`src/rtl/img_pkg.sv`:
```
// Image geometry and pixel types shared by the triplet packer and the main control unit.
package img_pkg;

  localparam int unsigned IMG_DIM    = 20;
  localparam int unsigned BIT_LENGTH = 5;
  localparam int unsigned TOTAL_PIX  = IMG_DIM * IMG_DIM;
  localparam int unsigned NUM_GROUPS = (TOTAL_PIX + 2) / 3;

  typedef logic [BIT_LENGTH-1:0] pixel_t;

  typedef enum logic [1:0] {
    IDLE,
    RUN,
    DRAIN
  } packer_state_t;

endpackage

```
`src/rtl/pixel_triplet_packer_if.sv`:
```
// Pixel stream in, raster-order triplet stream out; slave = packer side, master = driver side.
interface pixel_triplet_packer_if
  import img_pkg::*;
();

  logic   in_valid;
  logic   in_ready;
  logic   in_sof;
  pixel_t in_pixel;
  logic   out_valid;
  logic   out_ready;
  pixel_t pixel_out0;
  pixel_t pixel_out1;
  pixel_t pixel_out2;
  logic   out_last;
  logic   frame_done;
  logic   sof_err;

  modport slave (
    input  in_valid, in_sof, in_pixel, out_ready,
    output in_ready, out_valid, pixel_out0, pixel_out1, pixel_out2, out_last, frame_done, sof_err
  );

  modport master (
    output in_valid, in_sof, in_pixel, out_ready,
    input  in_ready, out_valid, pixel_out0, pixel_out1, pixel_out2, out_last, frame_done, sof_err
  );

endinterface

```
`src/rtl/pixel_triplet_packer.sv`:
```
// Frames a 1 px/cycle stream into IMG_DIM x IMG_DIM images and emits raster-order pixel triplets,
// zero-padding the final short group of each frame.
module pixel_triplet_packer #(
  parameter int unsigned IMG_DIM    = img_pkg::IMG_DIM,
  parameter int unsigned BIT_LENGTH = img_pkg::BIT_LENGTH
) (
  input logic                  clk,
  input logic                  reset,
  pixel_triplet_packer_if.slave bus
);
  import img_pkg::*;

  localparam int unsigned        TOTAL    = IMG_DIM * IMG_DIM;
  localparam int unsigned        IDX_W    = $clog2(TOTAL);
  localparam logic [IDX_W-1:0]   LAST_IDX = IDX_W'(TOTAL - 1);

  packer_state_t         r_state;
  logic [BIT_LENGTH-1:0] r_slot [3];
  logic [1:0]            r_fill;
  logic [IDX_W-1:0]      r_idx;
  logic                  r_full;
  logic                  r_pend_last;
  logic [BIT_LENGTH-1:0] r_out [3];
  logic                  r_out_valid;
  logic                  r_out_last;

  logic                  w_in_xfer;
  logic                  w_out_xfer;
  logic                  w_out_free;
  logic                  w_sof_acc;
  logic                  w_take;
  logic [1:0]            w_pos;
  logic [IDX_W-1:0]      w_pidx;
  logic                  w_is_last;
  logic                  w_close;
  logic [BIT_LENGTH-1:0] w_grp [3];

  assign w_in_xfer  = bus.in_valid & ~r_full;
  assign w_out_xfer = r_out_valid & bus.out_ready;
  assign w_out_free = ~r_out_valid | bus.out_ready;
  assign w_sof_acc  = w_in_xfer & bus.in_sof;
  // Only sof pixels or in-frame pixels enter assembly; everything else accepted is dropped.
  assign w_take     = w_sof_acc | (w_in_xfer & (r_state == RUN));
  assign w_pos      = w_sof_acc ? 2'd0 : r_fill;
  assign w_pidx     = w_sof_acc ? '0 : r_idx;
  assign w_is_last  = (w_pidx == LAST_IDX);
  assign w_close    = w_take & ((w_pos == 2'd2) | w_is_last);

  always_comb begin
    w_grp = '{default: '0};
    for (int k = 0; k < 3; k++) begin
      if (k < int'(w_pos)) begin
        w_grp[k] = r_slot[k];
      end else if (k == int'(w_pos)) begin
        w_grp[k] = bus.in_pixel;
      end
    end
  end

  always_ff @(posedge clk) begin
    if (reset) begin
      r_state     <= IDLE;
      r_slot      <= '{default: '0};
      r_fill      <= 2'd0;
      r_idx       <= '0;
      r_full      <= 1'b0;
      r_pend_last <= 1'b0;
      r_out       <= '{default: '0};
      r_out_valid <= 1'b0;
      r_out_last  <= 1'b0;
    end else begin
      // Output register: a held group has priority; a freshly closed one bypasses the slots.
      if (r_full && w_out_free) begin
        r_out       <= r_slot;
        r_out_last  <= r_pend_last;
        r_out_valid <= 1'b1;
        r_full      <= 1'b0;
      end else if (w_close && w_out_free) begin
        r_out       <= w_grp;
        r_out_last  <= w_is_last;
        r_out_valid <= 1'b1;
      end else if (w_out_xfer) begin
        r_out_valid <= 1'b0;
      end

      if (w_take) begin
        r_idx <= w_pidx + IDX_W'(1);
        if (w_close) begin
          r_fill <= 2'd0;
          if (!w_out_free) begin
            r_slot      <= w_grp;
            r_full      <= 1'b1;
            r_pend_last <= w_is_last;
          end
        end else begin
          r_slot[w_pos] <= bus.in_pixel;
          r_fill        <= w_pos + 2'd1;
        end
      end

      unique case (r_state)
        IDLE: begin
          if (w_sof_acc) r_state <= RUN;
        end
        RUN: begin
          if (w_take && w_is_last) r_state <= DRAIN;
        end
        DRAIN: begin
          if (w_sof_acc) begin
            r_state <= RUN;
          end else if (w_out_xfer && r_out_last) begin
            r_state <= IDLE;
          end
        end
        default: r_state <= IDLE;
      endcase
    end
  end

  assign bus.in_ready   = ~r_full;
  assign bus.out_valid  = r_out_valid;
  assign bus.pixel_out0 = r_out[0];
  assign bus.pixel_out1 = r_out[1];
  assign bus.pixel_out2 = r_out[2];
  assign bus.out_last   = r_out_last;
  assign bus.frame_done = w_out_xfer & r_out_last;
  assign bus.sof_err    = w_sof_acc & (r_state == RUN);

endmodule

```
`src/flat_wrapper.sv`:
```
// flat-port wrapper written by rule: the top's interface ports become plain ports
module pixel_triplet_packer_flat import img_pkg::*;
#(
  parameter int unsigned IMG_DIM    = img_pkg::IMG_DIM,
  parameter int unsigned BIT_LENGTH = img_pkg::BIT_LENGTH
)
  (clk, reset, bus_in_valid, bus_in_sof, bus_in_pixel, bus_out_ready, bus_in_ready, bus_out_valid, bus_pixel_out0, bus_pixel_out1, bus_pixel_out2, bus_out_last, bus_frame_done, bus_sof_err);
  pixel_triplet_packer_if bus_i ();
  input logic clk;
  input logic reset;
  input wire logic [$bits(bus_i.in_valid)-1:0] bus_in_valid;
  input wire logic [$bits(bus_i.in_sof)-1:0] bus_in_sof;
  input wire logic [$bits(bus_i.in_pixel)-1:0] bus_in_pixel;
  input wire logic [$bits(bus_i.out_ready)-1:0] bus_out_ready;
  output wire logic [$bits(bus_i.in_ready)-1:0] bus_in_ready;
  output wire logic [$bits(bus_i.out_valid)-1:0] bus_out_valid;
  output wire logic [$bits(bus_i.pixel_out0)-1:0] bus_pixel_out0;
  output wire logic [$bits(bus_i.pixel_out1)-1:0] bus_pixel_out1;
  output wire logic [$bits(bus_i.pixel_out2)-1:0] bus_pixel_out2;
  output wire logic [$bits(bus_i.out_last)-1:0] bus_out_last;
  output wire logic [$bits(bus_i.frame_done)-1:0] bus_frame_done;
  output wire logic [$bits(bus_i.sof_err)-1:0] bus_sof_err;
  assign bus_i.in_valid = bus_in_valid;
  assign bus_i.in_sof = bus_in_sof;
  assign bus_i.in_pixel = bus_in_pixel;
  assign bus_i.out_ready = bus_out_ready;
  assign bus_in_ready = bus_i.in_ready;
  assign bus_out_valid = bus_i.out_valid;
  assign bus_pixel_out0 = bus_i.pixel_out0;
  assign bus_pixel_out1 = bus_i.pixel_out1;
  assign bus_pixel_out2 = bus_i.pixel_out2;
  assign bus_out_last = bus_i.out_last;
  assign bus_frame_done = bus_i.frame_done;
  assign bus_sof_err = bus_i.sof_err;
  pixel_triplet_packer #(.IMG_DIM(IMG_DIM), .BIT_LENGTH(BIT_LENGTH)) u_core (.clk(clk), .reset(reset), .bus(bus_i));
endmodule
```
`config.mk`:
```
export PLATFORM = sky130hd
export DESIGN_NAME = pixel_triplet_packer_flat
export DESIGN_NICKNAME = d
export VERILOG_FILES = /design/src/rtl/img_pkg.sv /design/src/rtl/pixel_triplet_packer_if.sv /design/src/rtl/pixel_triplet_packer.sv /design/src/flat_wrapper.sv
export SDC_FILE = /design/constraint.sdc
export NUM_CORES = 1
export LEC_CHECK = 0
export BUFFER_PORTS_ARGS = -buffer_cell sky130_fd_sc_hd__buf_4
export CORE_ASPECT_RATIO = 1.1
export CORE_UTILIZATION = 31
export DETAILED_ROUTE_END_ITERATION = 10
export HOLD_SLACK_MARGIN = 0.15
export SLEW_MARGIN = 10
export SYNTH_ARGS = -nofsm -noshare
export SYNTH_HDL_FRONTEND = slang
export SYNTH_SLANG_ARGS = --single-unit
```
`constraint.sdc`:
```
create_clock -name clk -period 2.7 [get_ports clk]
set_clock_uncertainty 0.1 [all_clocks]
set_input_delay 0.27 -clock clk [delete_from_list [all_inputs] [get_ports clk]]
set_output_delay 0.27 -clock clk [all_outputs]
set_load 0.03 [all_outputs]
```
# Word level (Yosys, flattened, before mapping)
# Cells that the tools add are included.
word_totals:
  register_bits: 47
  in_bits: 10
  output_inout_bits: 20
classes:
  reduce_logical: 12
  n_addsub: 2
  n_eq_ne: 10
  muxes: 30
  bitwise_logic: 14
  n_lt_le_gt_ge: 5
ops:
  columns: ["operator", "count"]
  rows:
  - ["two-way mux 15 bit", 4]
  - ["two-way mux 5 bit", 7]
  - ["bitwise mux 15 bit", 1]
  - ["two-way mux 2 bit", 6]
  - ["demux 5 bit (select 2 bit)", 1]
  - ["adder 9 x 1 -> 9 bit (second input constant)", 1]
  - ["== test 9 bit (second input constant)", 1]
  - ["two-way mux 1 bit", 9]
  - ["two-way mux 9 bit", 1]
  - ["AND 1 bit", 7]
  - ["case mux 2 bit (3 select lines)", 1]
  - ["AND reduction 3 bit", 2]
  - ["logical AND 1 bit", 5]
  - ["== test 2 bit (first input constant)", 2]
  - ["== test 2 bit (second input constant)", 2]
  - ["zero test 2 bit", 2]
  - ["less-than comparator 1 x 2 -> 1 bit (first input constant)", 2]
  - ["!= test 2 bit (second input constant)", 2]
  - [">= comparator 3 bit (second input constant)", 1]
  - ["less-than comparator 3 x 1 -> 1 bit (second input constant)", 1]
  - ["!= test 3 x 1 -> 1 bit (second input constant)", 1]
  - ["inverter 1 bit", 3]
  - ["inverter 2 -> 3 bit", 1]
  - ["OR 1 bit", 3]
  - ["7 further kinds", 7]

# Longest topological paths before layout
depth:
  word_depth: 11
  mapped_depth: 10
  depth_no_buf: 8

# Worst setup path after synthesis
# Ideal clock, no wire load.
synth_path:
  kind: "register to register"
  from: "reg u_core.r_full"
  to: "reg u_core.r_out (netlist bit u_core.bus.pixel_out1[0])"
  synth_period_minus_slack_ps: 2272
  path_buffers: 3
  path_slack_ps: 428
  stages_incl_launch_ff: 11
  setup_time_ps: 119
  t_required_ps: 2481
  arrival_ps: 2053
  path_cell_list: "dfxtp_1 nand3b_1 clkbuf_1 and2_1 ha_1 nand4_4 o21ai_4 and2_4 buf_8 buf_12 o221a_1"
synth_via:
  elab_chain_len: 9
  word_cells_on_any_way: 20
synth_lines:
  columns: ["item", "line_no", "rtl"]
  rows:
  - ["start: declaration", "pixel_triplet_packer.sv:21", "logic r_full;"]
  - ["start signal: assignment", "pixel_triplet_packer.sv:66", "r_full <= 1'b0;"]
  - ["start signal: assignment", "pixel_triplet_packer.sv:77", "r_full <= 1'b0;"]
  - ["start signal: assignment", "pixel_triplet_packer.sv:92", "r_full <= 1'b1;"]
  - ["inverter 1 bit", "pixel_triplet_packer.sv:38", "assign w_in_xfer = bus.in_valid & ~r_full;"]
  - ["AND 1 bit", "pixel_triplet_packer.sv:38", null]
  - ["AND 1 bit", "pixel_triplet_packer.sv:41", "assign w_sof_acc = w_in_xfer & bus.in_sof;"]
  - ["two-way mux 9 bit / two-way mux 2 bit (equally long branches)", "pixel_triplet_packer.sv:45, pixel_triplet_packer.sv:44", null]
  - ["== test 9 bit (tied with other cells)", "pixel_triplet_packer.sv:46", "assign w_is_last = (w_pidx == LAST_IDX);"]
  - ["OR 1 bit / two-way mux 5 bit (equally long branches)", "pixel_triplet_packer.sv:47, pixel_triplet_packer.sv:54", null]
  - ["AND 1 bit / two-way mux 5 bit (equally long branches)", "pixel_triplet_packer.sv:47, pixel_triplet_packer.sv:52", null]
  - ["logical AND 1 bit / two-way mux 15 bit (equally long branches)", "pixel_triplet_packer.sv:78", "end else if (w_close && w_out_free) begin"]
  - ["nonzero test 2 bit (no line) / two-way mux 15 bit (equally long branches)", null, null]
  - ["end signal: assignment", "pixel_triplet_packer.sv:74", "r_out <= r_slot;"]
  - ["end signal: assignment", "pixel_triplet_packer.sv:79", "r_out <= w_grp;"]
  - ["end: declaration", "pixel_triplet_packer.sv:23", "logic [BIT_LENGTH-1:0] r_out [3];"]
# Parallel ways exist; a longest one is shown, timed or not. The select of a mux whose other input is x is not followed.
# A chain may end at the register's enable or synchronous reset.

# Worst setup path in the final report
layout_path:
  from: "reg u_core.r_full"
  to: "reg u_core.r_out (netlist bit u_core.bus.pixel_out2[4])"
# The elaborated chain is that of the path after synthesis.

==> impl_metrics.csv <==
group,metric,value,unit
die,rows,33,
pwr,fin_total_pwr,1.288,mW
die,core_area,7473,um2
worst_setup_path,path_cells,"nand3b_1, and2_1, ha_1, nand4_4, o21bai_4, a41oi_1, o221a_2",
run,cap_viol_max_count,0,
synthesis,synth_flop_cell,"dfxtp_1",
cts,clockRootBuffer,"clkbuf_8",
synthesis,synth_edf_count,0,
drt,ant_nets,0,
synthesis,synth.area.top_cells,"dfxtp_1 39%, a21oi_1 5.0%, nand2b_1 4.5%",
worst_setup_path,crit_arrival,2.53,ns
synthesis,synthesis.nets,290,
drt,first_pass_iters,4,
drt,wl_per_cell,14.16,um
drt,drc,0,
drt,wl,5805,um
drt,viasPerCell,5.005,
synthesis,ys_ff_latch,47,
worst_setup_path,crit_family,"compound AO/OA/AOI/OAI gates",
timing,relSlewSlack,60.82,%
synthesis,seq_area_frac_synth,39.37,%
final_layout,area_growth,17.80,%
placement,dp_hpwl,4147,um
pwr,irDropWorstVdd,0.2269,mV
die,die_h,94.09,um
cts,h-tree-depth,2,
timing,hold_violations,0,
cts,clk_pin_slew,0.08,ns
die,start_util,31.98,%
drt,drt_iter0_drc,93,
synthesis,syn_inst,275,
grt,grt_pass1_wl,9942,um
placement,post_dp_cell_area,2688,um2
synthesis,synthArstFlopShare,0,%
synthesis,netlist.area_leader.share,39.37,%
cts,insertion_delay,0.29,ns
timing,finalCriticalPeriod,2.443,ns
final_layout,final_layout_size_suffix_gt1_share,19.34,%
die,io_pins,30,
final_layout,regArea,940.9,um2
cts,clockBufferDepth,2,
placement,place_inst,399,
die,dieArea,8065,um2
worst_setup_path,worstPathRequired,2.79,ns
final_layout,diodes,0,
cts,postCtsSetupRepairBufs,0,
worst_setup_path,cp-end-kind,"flop",
pwr,leakage,1.009,nW
synthesis,synth_area,2390,um2
final_layout,fin_cells,410,
final_layout,fin_nets,320,
timing,worst_slew_pin_slew,0.5823,ns
synthesis,yosys.area.top_type,"dfxtp_1",
timing,fin_crit_sh,90.47,%
timing,setup_tns,0,ns
grt,overflow,0,
grt,antenna_found_initial,0,
cts,cts.sinks,47,
hold_path,min_path_type,"input port to flop",
worst_setup_path,path_class,"flop to flop",
drt,num_vias,2052,
final_layout,stdcell_area,2815,um2
timing,setup_viol,0,
worst_setup_path,cpMaxStageDelayCell,"o21bai_4",
cts,ctsResizeCount,0,
timing,rsz0062_at_grt,"false",
grt,grt_pass1_vias,2073,
synthesis,postSynthAreaPerCell,8.690,um2
final_layout,post-route-util,37.67,%
die,die_w,85.72,um
timing,fmax,409.4,MHz
pwr,p_per_area,457.6,nW/um2
placement,gp_congestion,0.8026,
synthesis,netlist-cell-type-count,48,
cts,cts_tree,"yes",
timing,drv_slew,0,
synthesis,yosys_warnings,0,
cts,numCtsBuffers,5,
final_layout,nFillCells,781,
grt,grt_max_degree,50,
grt,grt_usage,15.54,%
placement,io_buffers,29,
worst_setup_path,cp_num_buf_inv,0,
cts,hold_buffers,4,
worst_setup_path,cp_max_fo,14,
worst_setup_path,worst_path_largest_cell_delay,0.41,ns
worst_setup_path,crit_path_start_kind,"flop",
final_layout,multi_input_area,1323,um2
run_status,status,"finished clean",
cells in the mapped netlist (2+ instances only):
cell / number
a211oi_1: 2
a21oi_1: 24
a21oi_2: 2
a311oi_1: 4
a31oi_1: 8
and2_1: 4
buf_2: 4
clkbuf_1: 9
dfxtp_1: 47
ha_1: 5
inv_1: 7
mux2i_1: 6
nand2_1: 28
nand2b_1: 17
nand3_1: 15
nand3b_1: 2
nor2_1: 19
nor2b_1: 3
nor3_1: 6
nor4_1: 3
o21a_1: 2
o21ai_0: 14
o221a_1: 5
o221a_2: 6
o2bb2ai_1: 5
o31ai_1: 2
or3_1: 2
xnor2_1: 3
xor2_1: 2
state kept, by name, summed over array words and instances, names as in the netlist, 2 cells and up:
name                   cells
u_core.r_slot             15
u_core.r_idx               9
u_core.bus.pixel_out0      5
u_core.bus.pixel_out1      5
u_core.bus.pixel_out2      5
u_core.r_fill              2
u_core.r_state             2
worst reg2reg max path, stage by stage, from the launching register on:
cell,delay [ns]
dfxtp_1,0.33
nand3b_1,0.27
and2_1,0.18
ha_1,0.25
nand4_4,0.21
o21bai_4,0.41
a41oi_1,0.29
o221a_2,0.31
through the flow:
stage,hold slack (ns),worst slack [ns]
after detailed placement,0.3665,0.2000
after CTS,0.1531,0.2596
after global placement,0.3577,0.2993
after floorplan,0.2869,0.4285
final,0.1533,0.2573
after global routing,0.1655,0.07387
path summary, 6_finish.rpt:
path | from | to | slack, ns | cells after the start
worst min register to register | u_core.r_pend_last | u_core.r_pend_last | 0.38 | 2
worst max-delay path | u_core.r_full | u_core.bus.pixel_out2[4] | 0.26 | 7
worst min-delay path | bus_in_pixel[0] | u_core.r_slot[5] | 0.15 | 2
worst max register to register | u_core.r_full | u_core.bus.pixel_out2[4] | 0.26 | 7
metal layers:
| metal | vias up | GRT usage [%] | part of all wire (%) |
|---|---|---|---|
| met4 | 0 | 5.556 | 1.4 |
| li1 | 1051 | - | - |
| met3 | 6 | 2.724 | 3.4 |
| met1 | 956 | 19.48 | 48 |
| met5 | - | 0 | 0 |
| met2 | 39 | 26.67 | 48 |
kinds of logic after synthesis:
logic type      count (synthesis)  synth area share [%]
compound gates                 80                 24.08
xor+xnor                        5                 1.833
fa+ha+maj                       5                 2.618
buf+inv                        24                 5.288
flops                          47                 39.37
mux                             7                 3.456
simple gates                  107                 23.35
power by group:
| part | switching, mW | total [mW] | internal (mW) | leakage [nW] |
|---|---|---|---|---|
| logic | 0.0865 | 0.146 | 0.0591 | 0.582 |
| clock network | 0.225 | 0.426 | 0.201 | 0.0470 |
| registers | 0.00933 | 0.716 | 0.707 | 0.380 |
| total | 0.321 | 1.29 | 0.967 | 1.01 |
cell type report:
class	count	area share, %
Clock buffer	6	2.933
Clock inverter	1	0.1778
Inverter	8	1.067
Multi-Input combinational cell	204	46.98
Sequential cell	47	33.42
Tap cell	105	4.667
Timing Repair Buffer	39	10.76
layout by cell type (no fill, tap or decap), types with 3 or more instances in the layout:
cell	n
a31oi_1	8
nor3_1	6
and2_1	4
clkbuf_8	6
nand2_1	28
ha_1	5
nor4_1	3
nand3_1	15
inv_1	7
o221a_2	6
a311oi_1	4
o221a_1	5
dlygate4sd3_1	4
mux2i_1	6
o2bb2ai_1	5
xnor2_1	3
nand2b_1	17
buf_4	35
o21ai_0	14
nor2b_1	3
nor2_1	19
dfxtp_1	47
a21oi_1	24
(Power assumes the default switching activity.)
